==> config.mk <==
export PLATFORM = sky130hd
export DESIGN_NAME = com_uart
export DESIGN_NICKNAME = d
export VERILOG_FILES = /design/src/rtl/com_uart_pkg.sv /design/src/rtl/com_uart_rx_fifo.sv /design/src/rtl/com_uart.sv
export SDC_FILE = /design/constraint.sdc
export NUM_CORES = 1
export LEC_CHECK = 0
export CORE_UTILIZATION = 55
export CTS_CLUSTER_SIZE = 28
export DETAILED_ROUTE_END_ITERATION = 10
export HOLD_SLACK_MARGIN = 0.12
export PLACE_DENSITY_LB_ADDON = 0.1
export SETUP_SLACK_MARGIN = 0.3
export SYNTH_ARGS = -nofsm -noshare
export SYNTH_HDL_FRONTEND = slang
export SYNTH_SLANG_ARGS = --single-unit
==> constraint.sdc <==
create_clock -name clk50M -period 3.2 [get_ports clk50M]
set_input_delay 0.64 -clock clk50M [delete_from_list [all_inputs] [get_ports clk50M]]
set_output_delay 0.64 -clock clk50M [all_outputs]
set_load 0.01 [all_outputs]
==> src/rtl/com_uart_pkg.sv <==
`default_nettype none
// +--------------------------------------------------------------------+
// | com_uart_pkg                                                       |
// | Shared FSM encodings, bit-timing constants and the divider helper  |
// | for the COM serial port.                                           |
// | Revision: 1.0                                                      |
// +--------------------------------------------------------------------+
package com_uart_pkg;

   typedef enum logic [1:0] {
      TX_IDLE  = 2'd0,
      TX_START = 2'd1,
      TX_DATA  = 2'd2,
      TX_STOP  = 2'd3
   } tx_state_e;

   typedef enum logic [1:0] {
      RX_IDLE  = 2'd0,
      RX_START = 2'd1,
      RX_DATA  = 2'd2,
      RX_STOP  = 2'd3
   } rx_state_e;

   // Oversample ticks to mid-bit, and ticks per bit.
   localparam int unsigned c_tick_mid  = 8;
   localparam int unsigned c_bit_ticks = 16;

   // Clocks per 16x oversample tick, never below one.
   function automatic int unsigned osr_div(input int unsigned clk_freq, input int unsigned baud);
      int unsigned d;
      d = clk_freq / (baud * 16);
      return (d < 1) ? 1 : d;
   endfunction

endpackage
`default_nettype wire

==> src/rtl/com_uart_rx_fifo.sv <==
`default_nettype none
// +--------------------------------------------------------------------+
// | com_uart_rx_fifo                                                   |
// | Show-ahead receive FIFO. Head is 8'h00 when empty. A push into a   |
// | full FIFO is accepted only if a pop happens in the same cycle.     |
// | Revision: 1.0                                                      |
// +--------------------------------------------------------------------+
module com_uart_rx_fifo #(
   parameter int unsigned DEPTH = 4
) (
   input  logic       clk50M,
   input  logic       rst,
   input  logic       push,
   input  logic [7:0] push_data,
   input  logic       pop,
   output logic [7:0] head,
   output logic       empty,
   output logic       full
);
   localparam int AW = $clog2(DEPTH);

   logic [AW-1:0] wr_ptr_q, wr_ptr_d;
   logic [AW-1:0] rd_ptr_q, rd_ptr_d;
   logic [AW:0]   count_q, count_d;
   logic [7:0]    mem_q [DEPTH];
   logic          w_do_push, w_do_pop;

   assign empty     = (count_q == '0);
   assign full      = (count_q == (AW+1)'(DEPTH));
   assign w_do_pop  = pop & ~empty;
   assign w_do_push = push & (~full | w_do_pop);
   assign head      = empty ? 8'h00 : mem_q[rd_ptr_q];

   // Pointer and occupancy update; pointers wrap naturally at the power-of-2 depth.
   always_comb begin
      wr_ptr_d = w_do_push ? wr_ptr_q + 1'b1 : wr_ptr_q;
      rd_ptr_d = w_do_pop  ? rd_ptr_q + 1'b1 : rd_ptr_q;
      count_d  = count_q;
      if (w_do_push & ~w_do_pop) begin
         count_d = count_q + 1'b1;
      end else if (w_do_pop & ~w_do_push) begin
         count_d = count_q - 1'b1;
      end
   end

   // Control registers with synchronous reset.
   always_ff @(posedge clk50M) begin
      if (rst) begin
         wr_ptr_q <= '0;
         rd_ptr_q <= '0;
         count_q  <= '0;
      end else begin
         wr_ptr_q <= wr_ptr_d;
         rd_ptr_q <= rd_ptr_d;
         count_q  <= count_d;
      end
   end

   // Storage; contents are don't-care until written since head is masked when empty.
   always_ff @(posedge clk50M) begin
      if (!rst && w_do_push) begin
         mem_q[wr_ptr_q] <= push_data;
      end
   end

endmodule
`default_nettype wire

==> src/rtl/com_uart.sv <==
`default_nettype none
// +--------------------------------------------------------------------+
// | com_uart                                                           |
// | 8N1 serial port behind COM_DATA/COM_STAT: transmitter, 2-FF        |
// | synchronised receiver feeding a show-ahead FIFO, ack edge pop.     |
// | Revision: 1.0                                                      |
// +--------------------------------------------------------------------+
module com_uart #(
   parameter int unsigned CLK_FREQ      = 50000000,
   parameter int unsigned BAUD          = 115200,
   parameter int unsigned RX_FIFO_DEPTH = 4
) (
   input  logic       clk50M,
   input  logic       rst,
   input  logic [7:0] com_data_out,
   input  logic       enable_com_write,
   output logic       com_write_ready,
   output logic [7:0] com_data_in,
   output logic       com_read_ready,
   input  logic       int_com_ack,
   output logic       rx_overrun,
   output logic       uart_txd,
   input  logic       uart_rxd
);
   import com_uart_pkg::*;

   localparam int unsigned OSR_DIV     = osr_div(CLK_FREQ, BAUD);
   localparam int          DIV_W       = (OSR_DIV > 1) ? $clog2(OSR_DIV) : 1;
   localparam logic [3:0]  c_mid_tick  = 4'(c_tick_mid - 1);
   localparam logic [3:0]  c_last_tick = 4'(c_bit_ticks - 1);

   logic [DIV_W-1:0] div_q, div_d;
   logic             sync1_q, sync2_q, rx_prev_q, ack_prev_q, overrun_q, overrun_d;
   tx_state_e        tx_state_q, tx_state_d;
   logic [7:0]       tx_shift_q, tx_shift_d;
   logic [2:0]       tx_bit_q, tx_bit_d;
   logic [3:0]       tx_tcnt_q, tx_tcnt_d;
   logic             tx_first_q, tx_first_d, txd_q, txd_d;
   rx_state_e        rx_state_q, rx_state_d;
   logic [7:0]       rx_shift_q, rx_shift_d;
   logic [2:0]       rx_bit_q, rx_bit_d;
   logic [3:0]       rx_tcnt_q, rx_tcnt_d;
   logic             w_tick, w_fall, w_push, w_pop, w_empty, w_full;
   logic [7:0]       w_head;

   assign w_tick          = (div_q == DIV_W'(OSR_DIV - 1));
   assign w_fall          = rx_prev_q & ~sync2_q;
   assign w_pop           = int_com_ack & ~ack_prev_q;
   assign uart_txd        = txd_q;
   assign com_write_ready = (tx_state_q == TX_IDLE);
   assign com_read_ready  = ~w_empty;
   assign com_data_in     = w_head;
   assign rx_overrun      = overrun_q;

   // Free-running oversample divider and sticky overrun flag.
   always_comb begin
      div_d     = w_tick ? '0 : div_q + 1'b1;
      overrun_d = overrun_q | (w_push & w_full & ~w_pop);
   end

   // Transmitter: a flagged first tick drives the start bit, then every 16 ticks is a boundary.
   always_comb begin
      tx_state_d = tx_state_q;
      tx_shift_d = tx_shift_q;
      tx_bit_d   = tx_bit_q;
      tx_tcnt_d  = tx_tcnt_q;
      tx_first_d = tx_first_q;
      txd_d      = txd_q;
      case (tx_state_q)
         TX_IDLE: if (enable_com_write) begin
            tx_shift_d = com_data_out;
            tx_first_d = 1'b1;
            tx_tcnt_d  = 4'd0;
            tx_state_d = TX_START;
         end
         TX_START: if (w_tick) begin
            if (tx_first_q) begin
               txd_d      = 1'b0;
               tx_first_d = 1'b0;
               tx_tcnt_d  = 4'd0;
            end else if (tx_tcnt_q == c_last_tick) begin
               txd_d      = tx_shift_q[0];
               tx_shift_d = {1'b0, tx_shift_q[7:1]};
               tx_bit_d   = 3'd0;
               tx_tcnt_d  = 4'd0;
               tx_state_d = TX_DATA;
            end else begin
               tx_tcnt_d  = tx_tcnt_q + 4'd1;
            end
         end
         TX_DATA: if (w_tick) begin
            if (tx_tcnt_q == c_last_tick) begin
               tx_tcnt_d = 4'd0;
               if (tx_bit_q == 3'd7) begin
                  txd_d      = 1'b1;
                  tx_state_d = TX_STOP;
               end else begin
                  txd_d      = tx_shift_q[0];
                  tx_shift_d = {1'b0, tx_shift_q[7:1]};
                  tx_bit_d   = tx_bit_q + 3'd1;
               end
            end else begin
               tx_tcnt_d = tx_tcnt_q + 4'd1;
            end
         end
         TX_STOP: if (w_tick) begin
            if (tx_tcnt_q == c_last_tick) begin
               tx_state_d = TX_IDLE;
            end else begin
               tx_tcnt_d  = tx_tcnt_q + 4'd1;
            end
         end
         default: tx_state_d = TX_IDLE;
      endcase
   end

   // Receiver: validate start at mid-bit, then sample every 16 ticks; push on a good stop bit.
   always_comb begin
      rx_state_d = rx_state_q;
      rx_shift_d = rx_shift_q;
      rx_bit_d   = rx_bit_q;
      rx_tcnt_d  = rx_tcnt_q;
      w_push     = 1'b0;
      case (rx_state_q)
         RX_IDLE: if (w_fall) begin
            rx_tcnt_d  = 4'd0;
            rx_state_d = RX_START;
         end
         RX_START: if (w_tick) begin
            if (rx_tcnt_q == c_mid_tick) begin
               rx_tcnt_d  = 4'd0;
               rx_bit_d   = 3'd0;
               rx_state_d = sync2_q ? RX_IDLE : RX_DATA;
            end else begin
               rx_tcnt_d  = rx_tcnt_q + 4'd1;
            end
         end
         RX_DATA: if (w_tick) begin
            if (rx_tcnt_q == c_last_tick) begin
               rx_tcnt_d  = 4'd0;
               rx_shift_d = {sync2_q, rx_shift_q[7:1]};
               rx_bit_d   = rx_bit_q + 3'd1;
               if (rx_bit_q == 3'd7) begin
                  rx_state_d = RX_STOP;
               end
            end else begin
               rx_tcnt_d = rx_tcnt_q + 4'd1;
            end
         end
         RX_STOP: if (w_tick) begin
            if (rx_tcnt_q == c_last_tick) begin
               w_push     = sync2_q;
               rx_state_d = RX_IDLE;
            end else begin
               rx_tcnt_d  = rx_tcnt_q + 4'd1;
            end
         end
         default: rx_state_d = RX_IDLE;
      endcase
   end

   // All top-level state with synchronous reset; the line synchroniser resets to idle-high.
   always_ff @(posedge clk50M) begin
      if (rst) begin
         div_q      <= '0;
         sync1_q    <= 1'b1;
         sync2_q    <= 1'b1;
         rx_prev_q  <= 1'b1;
         ack_prev_q <= 1'b0;
         overrun_q  <= 1'b0;
         tx_state_q <= TX_IDLE;
         tx_shift_q <= 8'h00;
         tx_bit_q   <= 3'd0;
         tx_tcnt_q  <= 4'd0;
         tx_first_q <= 1'b0;
         txd_q      <= 1'b1;
         rx_state_q <= RX_IDLE;
         rx_shift_q <= 8'h00;
         rx_bit_q   <= 3'd0;
         rx_tcnt_q  <= 4'd0;
      end else begin
         div_q      <= div_d;
         sync1_q    <= uart_rxd;
         sync2_q    <= sync1_q;
         rx_prev_q  <= sync2_q;
         ack_prev_q <= int_com_ack;
         overrun_q  <= overrun_d;
         tx_state_q <= tx_state_d;
         tx_shift_q <= tx_shift_d;
         tx_bit_q   <= tx_bit_d;
         tx_tcnt_q  <= tx_tcnt_d;
         tx_first_q <= tx_first_d;
         txd_q      <= txd_d;
         rx_state_q <= rx_state_d;
         rx_shift_q <= rx_shift_d;
         rx_bit_q   <= rx_bit_d;
         rx_tcnt_q  <= rx_tcnt_d;
      end
   end

   com_uart_rx_fifo #(
      .DEPTH(RX_FIFO_DEPTH)
   ) u_rx_fifo (
      .clk50M    (clk50M),
      .rst       (rst),
      .push      (w_push),
      .push_data (rx_shift_q),
      .pop       (w_pop),
      .head      (w_head),
      .empty     (w_empty),
      .full      (w_full)
   );

endmodule
`default_nettype wire

Yosys cells after proc, flatten, opt, wreduce, memory -nomap -nowiden:

Memory sizes are Yosys's and may differ from the RTL's. A register that Yosys moved wholly into a read port is not among the register bits.
Cells that the tools add are included.
Widths: inputs -> output; s select.

* shifts and indexed selects: 0
* $mul: 0
* bitwise operators: 17
* mux-type cells: 76
* div/mod/pow operators: 0
* magnitude comparators: 0
* equality and inequality tests: 34
* add/sub/neg operators: 9
* reduce and logical (&&, ||, !) cells: 21

Operator list (count)
* $mux 8: 8
* $mux 4: 14
* $mux 2: 20
* $ne 2x2->1 const B: 20
* $mux 3: 12
* $pmux 4 s4: 2
* $pmux 8 s3: 1
* $reduce_and 5->1: 4
* $pmux 2 s4: 2
* $reduce_and 8->1: 2
* $mux 1: 13
* $pmux 3 s2: 2
* $add 3x1->3 const B: 3
* $eq 3x3->1 const B: 3
* $reduce_and 9->1: 1
* $add 4x1->4 const B: 2
* $and 1x1->1: 8
* $eq 2x2->1 const B: 4
* $eq 4x4->1 const B: 2
* $reduce_bool 2->1: 4
* $not 1->1: 7
* $reduce_and 7->1: 1
* $reduce_and 3->1: 2
* $add 5x1->5 const B: 1
* other kinds (14): 19

* word-level logic and storage cells: 177
* memory bits (writable): 32
* memory bits (read-only): 0
* register bits: 53
* latch bits: 0
* memories kept: 1
* input bits: 13

Memory list
* u_rx_fifo.mem_q: depth 4, width 8, rd ports 1, clocked after Yosys merged registers in 1, wr ports 1, RTL line com_uart_rx_fifo.sv:25 `logic [7:0] mem_q [DEPTH];`

Depth between registers and ports, before layout:

* depth after elaboration: 9
* depth in mapped cells: 12
* gate-level depth less buffers: 11

Hierarchy:

A second synthesis with hierarchy kept.

* cell total of the unflattened synthesis: 348
* area, all modules: 3907.5 µm²

Modules (own cells, without submodules)
* com_uart: times used 1, area each 2214.6 µm², cells an instance 247, sequential area each 920.9 µm²
* com_uart_rx_fifo: times used 1, area each 1692.9 µm², cells an instance 101, sequential area each 1141.1 µm²

Least setup slack after synthesis:

No wires, ideal clock.

* path type: register to register
* from: register div_q[0]
* to: register u_rx_fifo.count_q[2]
* library setup time: 0.070 ns
* cell stages (with the launch flop): 13
* data arrival time: 2.530 ns
* data required time: 3.130 ns
* setup slack: 0.600 ns
* period minus slack after synthesis: 2.600 ns
* cell sequence: dfxtp_1 -> inv_1 -> ha_1 -> nand4b_4 -> nor4_2 -> and2_1 -> buf_2 -> ha_1 -> inv_1 -> fa_1 -> xor2_1 -> or3_1 -> a21oi_1

* cells in the longest elaborated chain, start to end: 7
* elaborated cells on any way between the ends: 9
* those cells by class: 1 x eq/ne; 3 x mux; 4 x bitwise; 1 x reduce/logical

Ends and longest elaborated chain
* start: declaration: RTL line com_uart.sv:32 `logic [DIV_W-1:0] div_q, div_d;`
* start signal: assignment: RTL line com_uart.sv:182 `div_q <= div_d;`
* $eq 5x5->1 *: RTL line com_uart.sv:46 `assign w_tick = (div_q == DIV_W'(OSR_DIV - 1));`
* $mux 1 *: RTL line com_uart.sv:150 `RX_STOP: if (w_tick) begin`
* $mux 1 *: RTL line com_uart.sv:124 `case (rx_state_q)`
* $and 1x1->1 *: RTL line com_uart_rx_fifo.sv:31 `assign w_do_push = push & (~full | w_do_pop);`
* $not 1->1: RTL line com_uart_rx_fifo.sv:41 `end else if (w_do_pop & ~w_do_push) begin`
* $and 1x1->1: RTL line com_uart_rx_fifo.sv:41
* $reduce_bool 2->1 (no source line)
* end signal: assignment: RTL line com_uart_rx_fifo.sv:55 `count_q <= count_d;`
* end: declaration: RTL line com_uart_rx_fifo.sv:24 `logic [AW:0] count_q, count_d;`

Mark *: on every way between the ends. The rest lies on a longest branch, timed or not.
A chain may end at the register's enable or synchronous reset.

==> flow_metrics.tcl <==
set metrics [dict create \
    cts_tree "yes" \
    overflow 0 \
    cts_made_buffers 9 \
    drt-total-wl_um 7300 \
    period_minus_slack_ns 2.66 \
    slew_headroom_pct 60.5 \
    place_congestion 0.829 \
    status "finished clean" \
    ys.flop_type "dfxtp_1" \
    ir_drop_v 0.000454 \
    nNetsFinal 434 \
    crit_buf_inv 1 \
    crit_family "multiplexers" \
    async_flop_share_pct 0 \
    diodes 0 \
    hold_viol 0 \
    powerDensity_nw_per_um2 699 \
    comb_power_share_pct 33.4 \
    num_vias 2858 \
    cts_setup_buffers 0 \
    rsz0062_at_grt "false" \
    yosysWarnings 0 \
    placementRows 30 \
    yosys-top-cells-count "dfxtp_1 (55), nand2_1 (47), edfxtp_1 (32)" \
    ioPinCount 25 \
    drc 0 \
    worst_ep_required_time_ns 2.56 \
    switching_share_pct 32.3 \
    p_sw_mw 1.03 \
    clockBufferDepth 2 \
    drv_slew 0 \
    cts_sinks 87 \
    postRouteAntennaNets 0 \
    tightest_slew_ns 0.593 \
    ys_seq_area_share_pct 50.7 \
    yosys.area.top_type "dfxtp_1" \
    track_usage_pct 20.9 \
    synth.most_common_cell "dfxtp_1" \
    yosysTopAreaCellShare_pct 27.1 \
    area_delta_synth_final_pct 12.5 \
    hold_end "sync2_q" \
    p_int_mw 2.17 \
    crit_path_max_incr_delay_ns 0.54 \
    r2r_end "u_rx_fifo.count_q[2]" \
    fp.dieH_um 88.0 \
    htree_levels 3 \
    setup_tns_ns 0 \
    synth-seq-cells 87 \
    max_freq_ghz 0.376 \
    whs_ns 0.414 \
    syn_avg_cell_area_um2 10.5 \
    buffer_ports.inserted 24 \
    power_frac_seq_pct 42.0 \
    reg2reg_from "rx_tcnt_q[0]" \
    critPathArrivalTime_ns 2.02 \
    min_path_cells 1 \
    min_period_over_period_pct 83.1 \
    synth_area_um2 4070 \
    ff2ff_path_depth 10 \
    fin_worst_skew_ns 0.0129 \
    startpoint_type "flop" \
    crit_chain "mux4_2, nor2b_1, clkdlybuf4s50_1" \
    drv_cap 0 \
    synth_nets 417 \
    hold_class "reg2reg" \
    drive_gt1_share_pct 11.5 \
    crit_path_top_delay_cell "mux4_2" \
    post_drt_wl_per_cell_um 14.5 \
    grt_max_degree 45 \
    drt_iter0_markers 156 \
    dpl.hpwl_um 4970 \
    clkSlewWorstSetupHoldPaths_ns 0.09 \
    vias_per_cell 5.67 \
    dr.pass1.iters 4 \
    min_from "sync1_q" \
    cts_root_buf "clkbuf_8" \
    ys_types 55 \
    core_um2 6980 \
    synth-edff-count 32 \
    end_kind "output pin" \
    grt_pass1_wl_um 12400 \
    die_w_um 88.0 \
    fill_cells 556 \
    rrSetupSlack_ns 0.56 \
    start_util_pct 58.2 \
    synth_cells 386 \
    p_leak_nw 1.70 \
    critPathMaxFanout 8 \
    crit_type "reg2out" \
    antenna_found_initial 0 \
    clock_latency_ns 0.36 \
    fp.dieArea_um2 7740 \
    setup_viol 0 \
    p_clk_share_pct 24.5 \
    grt_pass1_vias 2712 \
    synth.area.top_cells "dfxtp_1 (27%), edfxtp_1 (24%), ha_1 (5.2%)" \
]
## state kept, by name (all words and copies together) (netlist names), 2 cells and up, named ones only
| signal | cells |
|---|---|
| rx_shift_q | 8 |
| rx_bit_q | 3 |
| u_rx_fifo.count_q | 3 |
| tx_bit_q | 3 |
| tx_shift_q | 8 |
| u_rx_fifo.wr_ptr_q | 2 |
| div_q | 5 |
| tx_tcnt_q | 4 |
| rx_tcnt_q | 4 |
| tx_state_q | 2 |
| u_rx_fifo.rd_ptr_q | 2 |
| u_rx_fifo.mem_q | 32 |
## placed cells by master, fill, tap and decap left out, drive strengths merged, types with 3 or more instances in the layout
| master | synthesis | layout |
|---|---|---|
| mux2i | 13 | 13 |
| nor3 | 11 | 11 |
| nor2 | 20 | 20 |
| mux4 | 8 | 8 |
| a211oi | 3 | 3 |
| clkbuf | 14 | 9 |
| dfxtp | 55 | 55 |
| edfxtp | 32 | 32 |
| inv | 14 | 17 |
| nand2b | 7 | 7 |
| nand3b | 5 | 5 |
| o2111ai | 3 | 3 |
| xor2 | 3 | 3 |
| o21ai | 11 | 11 |
| a21oi | 29 | 29 |
| or3 | 3 | 3 |
| ha | 17 | 17 |
| nor2b | 11 | 11 |
| clkdlybuf4s50 | 0 | 24 |
| nand4 | 4 | 4 |
| or2 | 7 | 7 |
| and3 | 7 | 7 |
| buf | 7 | 3 |
| mux2 | 7 | 7 |
| nand3 | 14 | 14 |
| nand2 | 47 | 47 |
## worst max-delay path by stage
stage / end / slack [ns] / cells past startpoint
finish: com_data_in[4] / 0.54 / 3
global route: u_rx_fifo.count_q[2] / 0.36 / 10
CTS: u_rx_fifo.count_q[2] / 0.35 / 11
detailed placement: u_rx_fifo.count_q[2] / 0.24 / 10
global placement: u_rx_fifo.count_q[2] / 0.32 / 10
floorplan: u_rx_fifo.count_q[2] / 0.60 / 12
## layer usage
metal  vias to the layer above  track usage, %  share of wire (%)
li1                       1427               -                  -
met1                      1378            26.4                 46
met2                        41            35.0                 50
met3                        12            3.49                2.4
met4                         0            9.69                1.6
met5                         -               0                  0
## final cells by class
cell class / instances / area [µm²] / share of cell area, %
Timing Repair Buffer: 27 / 263 / 5.75
Clock inverter: 7 / 77.6 / 1.70
Multi-Input combinational cell: 264 / 1870 / 41.0
Inverter: 14 / 52.6 / 1.15
Tap cell: 96 / 120 / 2.63
Sequential cell: 87 / 2060 / 45.1
Clock buffer: 9 / 124 / 2.71
## worst register-to-register path, stage by stage (launching register included)
cell and delay, ns:
dfxtp_1 0.38, ha_1 0.26, nand3_1 0.18, nor4_4 0.31, and2_4 0.23, ha_1 0.18
inv_1 0.06, fa_1 0.37, xor2_1 0.17, or3_1 0.30, a21oi_1 0.15
## what timing repair did
action	CTS	global route
endpoints found under the setup margin	5	1
pin swaps	0	1
hold buffers	0	0
gates resized for setup	2	2
## per-stage QoR
stage / area [µm²] / utilization (%) / total power, mW / cells / setup WS, ns
floorplan: 4070 / - / 2.08 / 386 / 0.600
global placement: 4360 / 62.4 / 2.41 / 488 / 0.321
detailed placement: 4360 / 62.4 / 2.43 / 488 / 0.237
CTS: 4570 / 65.5 / 3.21 / 504 / 0.349
global route: 4570 / 65.5 / 3.38 / 504 / 0.359
finish: 4570 / 65.5 / 3.20 / 504 / 0.540
## power by group through the flow
stage | Sequential, mW | Clock [mW] | Combinational, mW
after floorplan | 1.31 | 0 | 0.765
after global placement | 1.37 | 0 | 1.04
after detailed placement | 1.37 | 0 | 1.06
after CTS | 1.35 | 0.792 | 1.07
after global routing | 1.37 | 0.839 | 1.17
final | 1.34 | 0.784 | 1.07
## logic make-up after synthesis
group / share of synthesized area (%)
and+or+nand+nor: 19.3
buffers and inverters: 3.48
adders and majority gates: 5.72
DFF: 50.7
muxes: 9.57
AOI/OAI and AO/OA: 10.2
xor gates and xnor gates: 1.08
Power figures use the tool's default switching activity.
